## src/rtl/cpu_ram_arbiter.sv

```systemverilog
// Round-robin arbiter letting two masters share one single-port word RAM.
// One RAM access per grant; a wait-state counter retires accesses the RAM never answers.
module cpu_ram_arbiter #(
  parameter int AW      = 15,
  parameter int TIMEOUT = 15
) (
  input  logic          clk,
  input  logic          reset,
  input  logic          m0_valid,
  input  logic [AW-1:0] m0_addr,
  input  logic [31:0]   m0_wdata,
  input  logic [3:0]    m0_wstrb,
  output logic [31:0]   m0_rdata,
  output logic          m0_ready,
  output logic          m0_err,
  input  logic          m1_valid,
  input  logic [AW-1:0] m1_addr,
  input  logic [31:0]   m1_wdata,
  input  logic [3:0]    m1_wstrb,
  output logic [31:0]   m1_rdata,
  output logic          m1_ready,
  output logic          m1_err,
  output logic          mem_valid,
  output logic [AW-1:0] mem_addr,
  output logic [31:0]   mem_wdata,
  output logic [3:0]    mem_wstrb,
  input  logic [31:0]   mem_rdata,
  input  logic          mem_ready
);

  localparam logic [1:0] S_IDLE  = 2'd0;
  localparam logic [1:0] S_ISSUE = 2'd1;
  localparam logic [1:0] S_WAIT  = 2'd2;

  localparam logic [7:0] TMO_LAST = 8'(TIMEOUT - 1);

  logic [1:0] r_state;
  logic       r_grant;
  logic       r_last_grant;
  logic [7:0] r_tmo_cnt;

  logic w_busy;
  logic w_tmo_hit;
  logic w_done;
  logic w_err;

  assign w_busy    = (r_state == S_ISSUE) || (r_state == S_WAIT);
  assign w_tmo_hit = (r_tmo_cnt == TMO_LAST);
  assign w_done    = (r_state == S_WAIT) && (mem_ready || w_tmo_hit);
  assign w_err     = (r_state == S_WAIT) && !mem_ready && w_tmo_hit;

  always_ff @(posedge clk or posedge reset) begin
    if (reset) begin
      r_state      <= S_IDLE;
      r_grant      <= 1'b0;
      r_last_grant <= 1'b1;
      r_tmo_cnt    <= 8'd0;
    end else begin
      case (r_state)
        S_IDLE: begin
          if (m0_valid || m1_valid) begin
            r_state   <= S_ISSUE;
            r_tmo_cnt <= 8'd0;
            // Only a tie moves the round-robin pointer; a lone requester just wins.
            if (m0_valid && m1_valid) begin
              r_grant      <= ~r_last_grant;
              r_last_grant <= ~r_last_grant;
            end else begin
              r_grant <= m1_valid;
            end
          end
        end
        S_ISSUE: begin
          r_state <= S_WAIT;
        end
        S_WAIT: begin
          if (mem_ready || w_tmo_hit) begin
            r_state <= S_IDLE;
          end else begin
            r_tmo_cnt <= r_tmo_cnt + 8'd1;
          end
        end
        default: begin
          r_state <= S_IDLE;
        end
      endcase
    end
  end

  // Request fields come straight from the granted master, which holds them until ready.
  assign mem_valid = (r_state == S_ISSUE);
  assign mem_addr  = !w_busy ? '0    : (r_grant ? m1_addr  : m0_addr);
  assign mem_wdata = !w_busy ? 32'd0 : (r_grant ? m1_wdata : m0_wdata);
  assign mem_wstrb = !w_busy ? 4'd0  : (r_grant ? m1_wstrb : m0_wstrb);

  assign m0_ready = w_done && !r_grant;
  assign m1_ready = w_done &&  r_grant;
  assign m0_err   = w_err  && !r_grant;
  assign m1_err   = w_err  &&  r_grant;

  assign m0_rdata = m0_err ? 32'hDEADBEEF : mem_rdata;
  assign m1_rdata = m1_err ? 32'hDEADBEEF : mem_rdata;

endmodule
```

## config.mk

```make
export PLATFORM = sky130hd
export DESIGN_NAME = cpu_ram_arbiter
export DESIGN_NICKNAME = d
export VERILOG_FILES = /design/src/rtl/cpu_ram_arbiter.sv
export SDC_FILE = /design/constraint.sdc
export NUM_CORES = 1
export LEC_CHECK = 0
export BUFFER_PORTS_ARGS = -buffer_cell sky130_fd_sc_hd__buf_4
export CAP_MARGIN = 20
export CORE_AREA = 5 5 98 100
export DETAILED_ROUTE_END_ITERATION = 7
export DIE_AREA = 0 0 103 105
export GPL_ROUTABILITY_DRIVEN = 0
export HOLD_SLACK_MARGIN = 0.06
export PLACE_DENSITY = 0.71
export SYNTH_ARGS = -nofsm -noshare
export SYNTH_HDL_FRONTEND = slang
export SYNTH_SLANG_ARGS = --single-unit
```

## constraint.sdc

```tcl
create_clock -name clk -period 5.65 [get_ports clk]
set_input_delay 1.695 -clock clk [delete_from_list [all_inputs] [get_ports clk]]
set_output_delay 1.695 -clock clk [all_outputs]
set_load 0.05 [all_outputs]
```

Yosys cells after proc, flatten, opt, wreduce, memory -nomap -nowiden
Index checks and enable logic that the tools add are counted.
- register bits: 12
- bits of input ports: 139
- output and inout port bits: 120
- word-level logic and storage cells: 46
- $add $sub $neg: 1
- equality and inequality tests: 6
- multiplexer cells: 15
- bitwise gates (word level): 1
- reductions and logical operators: 19
- operators with widths (operator ; count):
    2-to-1 mux 32 bit ; 4
    2-to-1 mux 15 bit ; 2
    2-to-1 mux 8 bit ; 2
    one-hot mux 8 bit (2 select lines) ; 1
    adder 8 x 1 -> 8 bit, second input constant ; 1
    == test 8 x 4 -> 1 bit, second input constant ; 1
    logical AND 1 bit ; 8
    2-to-1 mux 4 bit ; 2
    one-hot mux 2 bit (3 select lines) ; 1
    AND reduction 3 bit ; 2
    2-to-1 mux 2 bit ; 2
    != test 2 bit, second input constant ; 2
    AND reduction 2 bit ; 2
    logical OR 1 bit ; 3
    == test 2 x 1 -> 1 bit, second input constant ; 1
    == test 2 bit, second input constant ; 1
    zero test 1 bit ; 2
    zero test 2 bit ; 1
    != test 2 x 1 -> 1 bit, second input constant ; 1
    nonzero test 2 bit ; 1
    2-to-1 mux 1 bit ; 1
    NOT 1 bit ; 1

Longest topological paths before layout
Gate-level depths: netlist of run 1.
- depth after elaboration: 5
- mapped depth: 7
- depth with buffers taken out: 6

Least setup slack after synthesis of run 1
No wires, ideal clock.
- path kind: in2out
- start: input mem_ready
- end: output m0_rdata[17]
- arrival time: 3.033 ns
- data required time: 3.955 ns
- setup slack: 0.922 ns
- stages: 4
- buffers on the path: 1
- cells stage by stage: and2b_1 -> and3_2 -> buf_2 -> nor2b_1
- word-level cells in the longest chain between the ends: 5
- RTL lines (item ; RTL line ; RTL):
    from (decl) ; 28 ; input logic mem_ready
    zero test 1 bit ; 50 ; assign w_err = (r_state == S_WAIT) && !mem_ready && w_tmo_hit;
    logical AND 1 bit (2 in a row) ; 50 ;
    logical AND 1 bit ; 98 ; assign m0_err = w_err && !r_grant;
    2-to-1 mux 32 bit ; 101 ; assign m0_rdata = m0_err ? 32'hDEADBEEF : mem_rdata;
    to (decl) ; 13 ; output logic [31:0] m0_rdata,
Every way passes these cells.

Worst setup path after layout of run 1
- start: input mem_ready
- end: output m0_rdata[1]
Same word-level chain as after synthesis.

==> flow_summary_export.csv, run 1 <==
group,metric,value,unit
outcome,status,"finished, final reports clean",
grt,track_usage,16.12,%
floorplanning,initial_core_util,24.39,%
detailed_routing,ant_nets,0,
min_path,hold_class,"reg2reg",
power,power_density,545.2,nW/um^2
yosys,ys_warn_count,0,
yosys,synth-seq-cells,12,
grt,grt_util_met1,19.27,%
detailed_routing,drt-initial-drc-count,92,
sta,fin_crit,4.699,ns
power,ir_drop,0.3698,mV
yosys,synth.net_count,409,
worst_setup_path,end_kind,"output pin",
cells_and_area,antennaDiodeCount,0,
clocking,cts_buffer_depth,2,
detailed_routing,viasPerCell,4.536,
placed_design,io_buffers,258,
cells_and_area,multi_input_area,1695,um^2
clocking,numClockSinks,12,
floorplanning,die_y,105,um
detailed_routing,wl_per_cell,15.90,um
detailed_routing,drc,0,
sta,hold_viol,0,
clocking,cts_setup_buffers,0,
yosys,netlist.area_leader.share,24.36,%
grt,grt.overflow.total,0,
yosys,synthArstFlopShare,100.0,%
grt,grt_max_degree,50,
worst_setup_path,critPathKind,"in2out",
sta,timing.final.crit_share,83.16,%
yosys,synth_edf_count,0,
sta,finalSetupViolations,0,
grt,antenna_found_initial,0,
sta,rsz0062_at_grt,"false",
worst_setup_path,worstPathCellList,"buf_4 -> and2b_1 -> and3_2 -> or2_2 -> buf_4",
sta,holdWs,0.4902,ns
cells_and_area,register_area,302.8,um^2
yosys,yosysUniqueCellTypes,37,
power,leakagePower,2.305,nW
grt,grt_pass1_wl,14100,um
sta,max_freq,212.8,MHz
worst_setup_path,cpMaxStageDelayCell,"and3_2",
yosys,synth_area,2096,um^2
clocking,numCtsBuffers,3,
yosys,syn_inst,265,
yosys,yosys.area.top_type,"mux2i_1",
floorplanning,die-area,10820,um^2
worst_setup_path,crit_path_start,"mem_ready",
flow_run,cap_viol_max_count,0,
sta,slew_viol_final,0,
yosys,yosys-top-cells-area,"mux2i_1 24%, nor2b_1 19%, dfrtp_1 13%",
yosys,synth.avg_cell_area,7.909,um^2
worst_setup_path,critical_path_arrival,3.00,ns
grt,busiest_layer,"met2",
sta,tightest_slew,0.8201,ns
clocking,clk_root_buffer_cell,"clkbuf_8",
detailed_routing,drt_pass1_iterations,4,
sta,setup-tns-final,0,ns
cells_and_area,nNetsFinal,656,
clocking,h-tree-depth,1,
sta,fin_worst_skew,0.007813,ns
clocking,cts_tree,"yes",
grt,grt_pass1_vias,2714,
min_path,min_from,"r_last_grant",
detailed_routing,vias,2808,
placed_design,hpwl,8529,um
clocking,holdBufCountCts,0,
floorplanning,die_w,103,um
cells_and_area,fillers,827,
floorplanning,row_count,34,
worst_setup_path,path_common_cell,"buf_4",
yosys,ys_seq_area_share,14.39,%
clocking,clk-insertion-delay-late,0.25,ns
detailed_routing,postRouteWirelength,9845,um
worst_setup_path,slowest_delay,0.52,ns
clocking,path_clk_slew,0.05,ns
grt,use_met3,4.197,%
cells_and_area,syn2layout_area_growth,99.46,%
floorplanning,core_area,8593,um^2
floorplanning,io_pins,259,
sta,slew_headroom,45.33,%
clocking,ctsResizeCount,0,
grt,use_met2,28.32,%
cells_and_area,drive_gt1_share,57.93,%
worst_setup_path,crit_fanout,33,
worst_setup_path,start_kind,"input port",
worst_setup_path,r2r-start,"r_tmo_cnt[0]",
worst_setup_path,cp.required,3.95,ns
yosys,synth_flop_cell,"dfrtp_1",
## cell usage after synthesis, drive strengths merged, types with 6 or more instances
master and instances:
nor2b 62, mux2i 51, or2 24, nand2b 19, and2 12, clkbuf 12, dfrtp 11, buf 7
nand2 7, inv 6, nand3 6, o21ai 6
## sequential cells by signal, indices dropped and copies added, names as in the netlist
register,flops
r_grant,1
r_last_grant,1
r_state,2
r_tmo_cnt,8
## layer usage
metal  routed length, um  vias to the layer above
met5                   0                        -
met4                 188                        0
met3                1148                       16
met2                4835                      173
met1                3673                     1237
li1                    -                     1382
## layout by cell type (no fill, tap or decap), types with 3 or more instances in the layout
cell,count
inv_1,6
a221o_1,5
buf_4,260
clkbuf_8,3
dfrtp_1,10
mux2i_1,51
nor2b_1,62
nor4_1,3
or2_2,24
or2b_1,5
nor2_1,5
ha_1,5
nand2_1,7
nand3_1,6
nand2b_1,19
o21ai_0,5
and2_1,12
## power breakdown
part           total [W]  leakage [nW]  switching (W)  internal (W)
Combinational    0.00206          2.13        0.00135      0.000710
Sequential      0.000136         0.157      0.0000267      0.000109
Clock          0.0000823        0.0228      0.0000326     0.0000497
## area by class of cell
class | instances | share of cell area [%]
multi-input cells | 228 | 40.56
inverters | 6 | 0.5388
clock buffers | 4 | 1.078
well taps | 108 | 3.233
repair buffers | 261 | 47.35
flip-flops and latches | 12 | 7.243
## worst max-delay path: cells and delay by family
kind | cells | cell delay [ns]
buffers and inverters | 2 | 0.30
AND/OR/NAND/NOR | 3 | 1.01
## metrics by stage
step	utilization (%)	power (W)	std cells	instance area (um^2)	worst slack, ns
after global placement	47.80	0.002170	614	4108	1.007
final	48.65	0.002279	619	4180	0.9515
after floorplan	-	0.001593	265	2096	0.9224
after detailed placement	48.12	0.002214	615	4135	0.9564
after CTS	48.65	0.002305	619	4180	0.9599
after global routing	48.65	0.002390	619	4180	0.8417
## worst paths after layout
| check | to | slack, ns | depth (start not counted) |
|---|---|---|---|
| hold reg to reg | r_last_grant | 0.49 | 1 |
| max in group asynchronous | r_grant | 3.82 | 2 |
| setup / recovery | m0_rdata[1] | 0.95 | 5 |
| setup reg to reg | r_tmo_cnt[2] | 3.46 | 6 |
| min in group asynchronous | r_tmo_cnt[0] | 1.46 | 2 |
| hold / removal | r_last_grant | 0.49 | 1 |
## cells by family (layout without fill, tap and decap cells)
group	after synthesis	count (layout)	synth area share, %
AOI/OAI and AO/OA	18	18	7.761
xor gates and xnor gates	1	1	0.4180
adders and majority gates	5	5	2.985
buffers and inverters	25	271	4.717
DFF	12	12	14.39
muxes	52	52	25.07
and+or+nand+nor	152	152	44.66
Note: power is estimated with default switching activity, not from simulation.
==> run 2, diff against run 1 <==
==> config.mk (replaced) <==
export PLATFORM = sky130hd
export DESIGN_NAME = cpu_ram_arbiter
export DESIGN_NICKNAME = d
export VERILOG_FILES = /design/src/rtl/cpu_ram_arbiter.sv
export SDC_FILE = /design/constraint.sdc
export NUM_CORES = 1
export LEC_CHECK = 0
export ABC_AREA = 1
export BUFFER_PORTS_ARGS = -buffer_cell sky130_fd_sc_hd__buf_4
export CAP_MARGIN = 20
export CORE_AREA = 5 5 96 98
export DETAILED_ROUTE_END_ITERATION = 7
export DIE_AREA = 0 0 101 103
export GPL_ROUTABILITY_DRIVEN = 0
export HOLD_SLACK_MARGIN = 0.06
export PLACE_DENSITY = 0.74
export SYNTH_ARGS = -nofsm -noshare
export SYNTH_HDL_FRONTEND = slang
export SYNTH_SLANG_ARGS = --single-unit
==> constraint.sdc (replaced) <==
create_clock -name clk -period 4.3 [get_ports clk]
set_input_delay 1.29 -clock clk [delete_from_list [all_inputs] [get_ports clk]]
set_output_delay 1.29 -clock clk [all_outputs]
set_load 0.05 [all_outputs]
==> run 2 against run 1 <==
Effect of this change: routed wire length is 9.6% higher; sequential cell count unchanged; power up 41%.
==> flow_summary_export.csv, run 2 <==
group,metric,value,unit
yosys,yosys.area.top_type,"nor2_1",
sta,tightest_slew,0.4949,ns
worst_setup_path,worst-r2r-setup-slack,2.62,ns
power,clkPwrFrac,3.9,%
grt,grt.overflow.total,0,
cells_and_area,regMostFlops,"r_tmo_cnt",
min_path,min_to,"r_last_grant",
grt,grt_max_degree,55,
sta,max_freq,268.0,MHz
yosys,netlist.area_leader.share,21.43,%
floorplanning,row_count,34,
min_path,holdPathStages,1,
yosys,synthArstFlopShare,100.0,%
grt,antenna_found_initial,0,
grt,track_usage,17.97,%
cells_and_area,largest_reg_flops,8,
detailed_routing,wl_per_cell,14.76,um
yosys,synth_area,1962,um^2
yosys,ys_warn_count,0,
min_path,hold_class,"reg2reg",
worst_setup_path,timing.rr.end,"r_tmo_cnt[7]",
clocking,h-tree-depth,1,
grt,grt_pass1_wl,14880,um
worst_setup_path,cp.required,3.01,ns
min_path,min_from,"r_last_grant",
power,pwr-share-comb,91.1,%
yosys,yosys-top-cells-count,"112 x nor2_1, 99 x nand2_1, 52 x o21ai_0",
yosys,yosysUniqueCellTypes,27,
detailed_routing,drc,0,
clocking,clk-insertion-delay-late,0.24,ns
worst_setup_path,end_kind,"output pin",
yosys,ys_seq_area_share,15.37,%
yosys,synth_flop_cell,"dfrtp_1",
sta,fin_worst_skew,0.0008548,ns
cells_and_area,antennaDiodeCount,0,
cells_and_area,drive_gt1_share,44.14,%
detailed_routing,postRouteWirelength,10790,um
sta,hold_viol,0,
floorplanning,initial_core_util,23.41,%
outcome,status,"finished, final reports clean",
floorplanning,die_y,103,um
sta,fin_crit,3.731,ns
power,power_density,808.2,nW/um^2
grt,grt_pass1_vias,2824,
clocking,cts_buffer_depth,2,
clocking,numClockSinks,12,
sta,finalSetupViolations,0,
sta,slew_viol_final,0,
worst_setup_path,rr_worst_depth,6,
yosys,synth-seq-cells,12,
cells_and_area,syn2layout_area_growth,103.0,%
detailed_routing,drt-initial-drc-count,141,
worst_setup_path,start_kind,"input port",
detailed_routing,viasPerCell,4.352,
yosys,syn_inst,380,
sta,rsz0062_at_grt,"false",
yosys,synth_edf_count,0,
worst_setup_path,crit_fanout,33,
placed_design,io_buffers,258,
floorplanning,io_pins,259,
sta,setup-tns-final,0,ns
detailed_routing,vias,3181,
placed_design,place_ws,0.5709,ns
cells_and_area,nNetsFinal,768,
floorplanning,die_w,101,um
yosys,yosysMostFrequentCell,"nor2_1",
power,power_switching,0.002220,W
cells_and_area,final_cell_mix,"261 x buf_4, 112 x nor2_1, 99 x nand2_1",
power,ir_drop,0.6085,mV
power,swShare,68.96,%
power,leakagePower,2.522,nW
worst_setup_path,r2r-start,"r_state[0]",
power,seq_power_share,5.0,%
sta,slew_headroom,66.94,%
detailed_routing,ant_nets,0,
floorplanning,core_area,8381,um^2
sta,holdWs,0.5348,ns
clocking,ctsResizeCount,0,
clocking,cts_tree,"yes",
yosys,synth.avg_cell_area,5.163,um^2
worst_setup_path,critical_path_arrival,2.44,ns
clocking,path_clk_slew,0.05,ns
cells_and_area,layoutNonFillerInstCount,731,
cells_and_area,post-route-util,47.52,%
flow_run,cap_viol_max_count,0,
worst_setup_path,critPathKind,"in2out",
clocking,numCtsBuffers,3,
clocking,holdBufCountCts,0,
placed_design,post-place-cells,727,
sta,timing.final.crit_share,86.77,%
placed_design,hpwl,8982,um
clocking,cts_setup_buffers,0,
yosys,synth.net_count,524,
cells_and_area,reg.largest.list,"r_tmo_cnt x8, r_state x2",
yosys,yosys-top-cells-area,"nor2_1 21%, nand2_1 19%, dfrtp_1 14%",
sta,worst_slack,0.5687,ns
clocking,clk_root_buffer_cell,"clkbuf_8",
floorplanning,die-area,10400,um^2
detailed_routing,drt_pass1_iterations,4,
power,p_int,0.0009991,W
cells_and_area,mostFrequentLayoutCell,"buf_4",
## run 2: cell types whose count changed after synthesis, sizes merged, moves of 48 or more
| cell | change |
|---|---|
| inv | +48 |
| nor2 | +108 |
| o21ai | +48 |
| mux2i | -51 |
| nand2 | +93 |
| nor2b | -62 |
## run 2: power by group through the flow
stage          sequential, W  combinational, W  clock (W)
3_5_place_dp        0.000162           0.00294          0
2_1_floorplan       0.000155           0.00203          0
4_1_cts             0.000161           0.00295   0.000127
3_3_place_gp        0.000160           0.00292          0
5_1_grt             0.000164           0.00310   0.000134
6_report            0.000161           0.00293   0.000125
## run 2: how the worst max path moves through the flow
stage,cells after the start,endpoint,from
3_5_place_dp,6,m0_rdata[24],mem_ready
3_3_place_gp,6,m1_rdata[22],mem_ready
5_1_grt,6,m0_rdata[24],mem_ready
4_1_cts,6,m0_rdata[24],mem_ready
6_report,6,m0_rdata[24],mem_ready
2_1_floorplan,3,m0_ready,mem_ready
## run 2: area by class of cell
| class | instances | area (um^2) |
|---|---|---|
| Fill cell | 871 | 4398 |
| Sequential cell | 12 | 301.5 |
| Tap cell | 108 | 135.1 |
| Multi-Input combinational cell | 292 | 1329 |
| Timing Repair Buffer | 261 | 1959 |
| Inverter | 54 | 202.7 |
| Clock buffer | 4 | 55.05 |
## run 2: layer usage
layer,GRT usage [%],wire length [um],vias to the layer above
li1,-,-,1626
met1,21.43,4106,1403
met2,33.87,5634,137
met3,2.368,854,15
met4,4.499,191,0
met5,0,0,-
## run 2: through the flow
stage,instance area (um^2),power [W]
after floorplan,1962,0.002183
after global placement,3928,0.003083
after detailed placement,3928,0.003101
after CTS,3983,0.003239
after global routing,3983,0.003395
final,3983,0.003219
## run 2: logic make-up after synthesis
kind of cell    after synthesis  synth area share [%]
simple gates                223                 46.68
buf+inv                      76                 16.90
compound gates               58                 15.18
flops                        12                 15.37
xor+xnor                      6                 2.679
fa+ha+maj                     5                 3.189
## run 2: critical path, stage by stage
cell and delay [ns]:
buf_4 0.12, inv_1 0.16, nand4_4 0.42, nand2_1 0.20, inv_1 0.06, buf_4 0.18
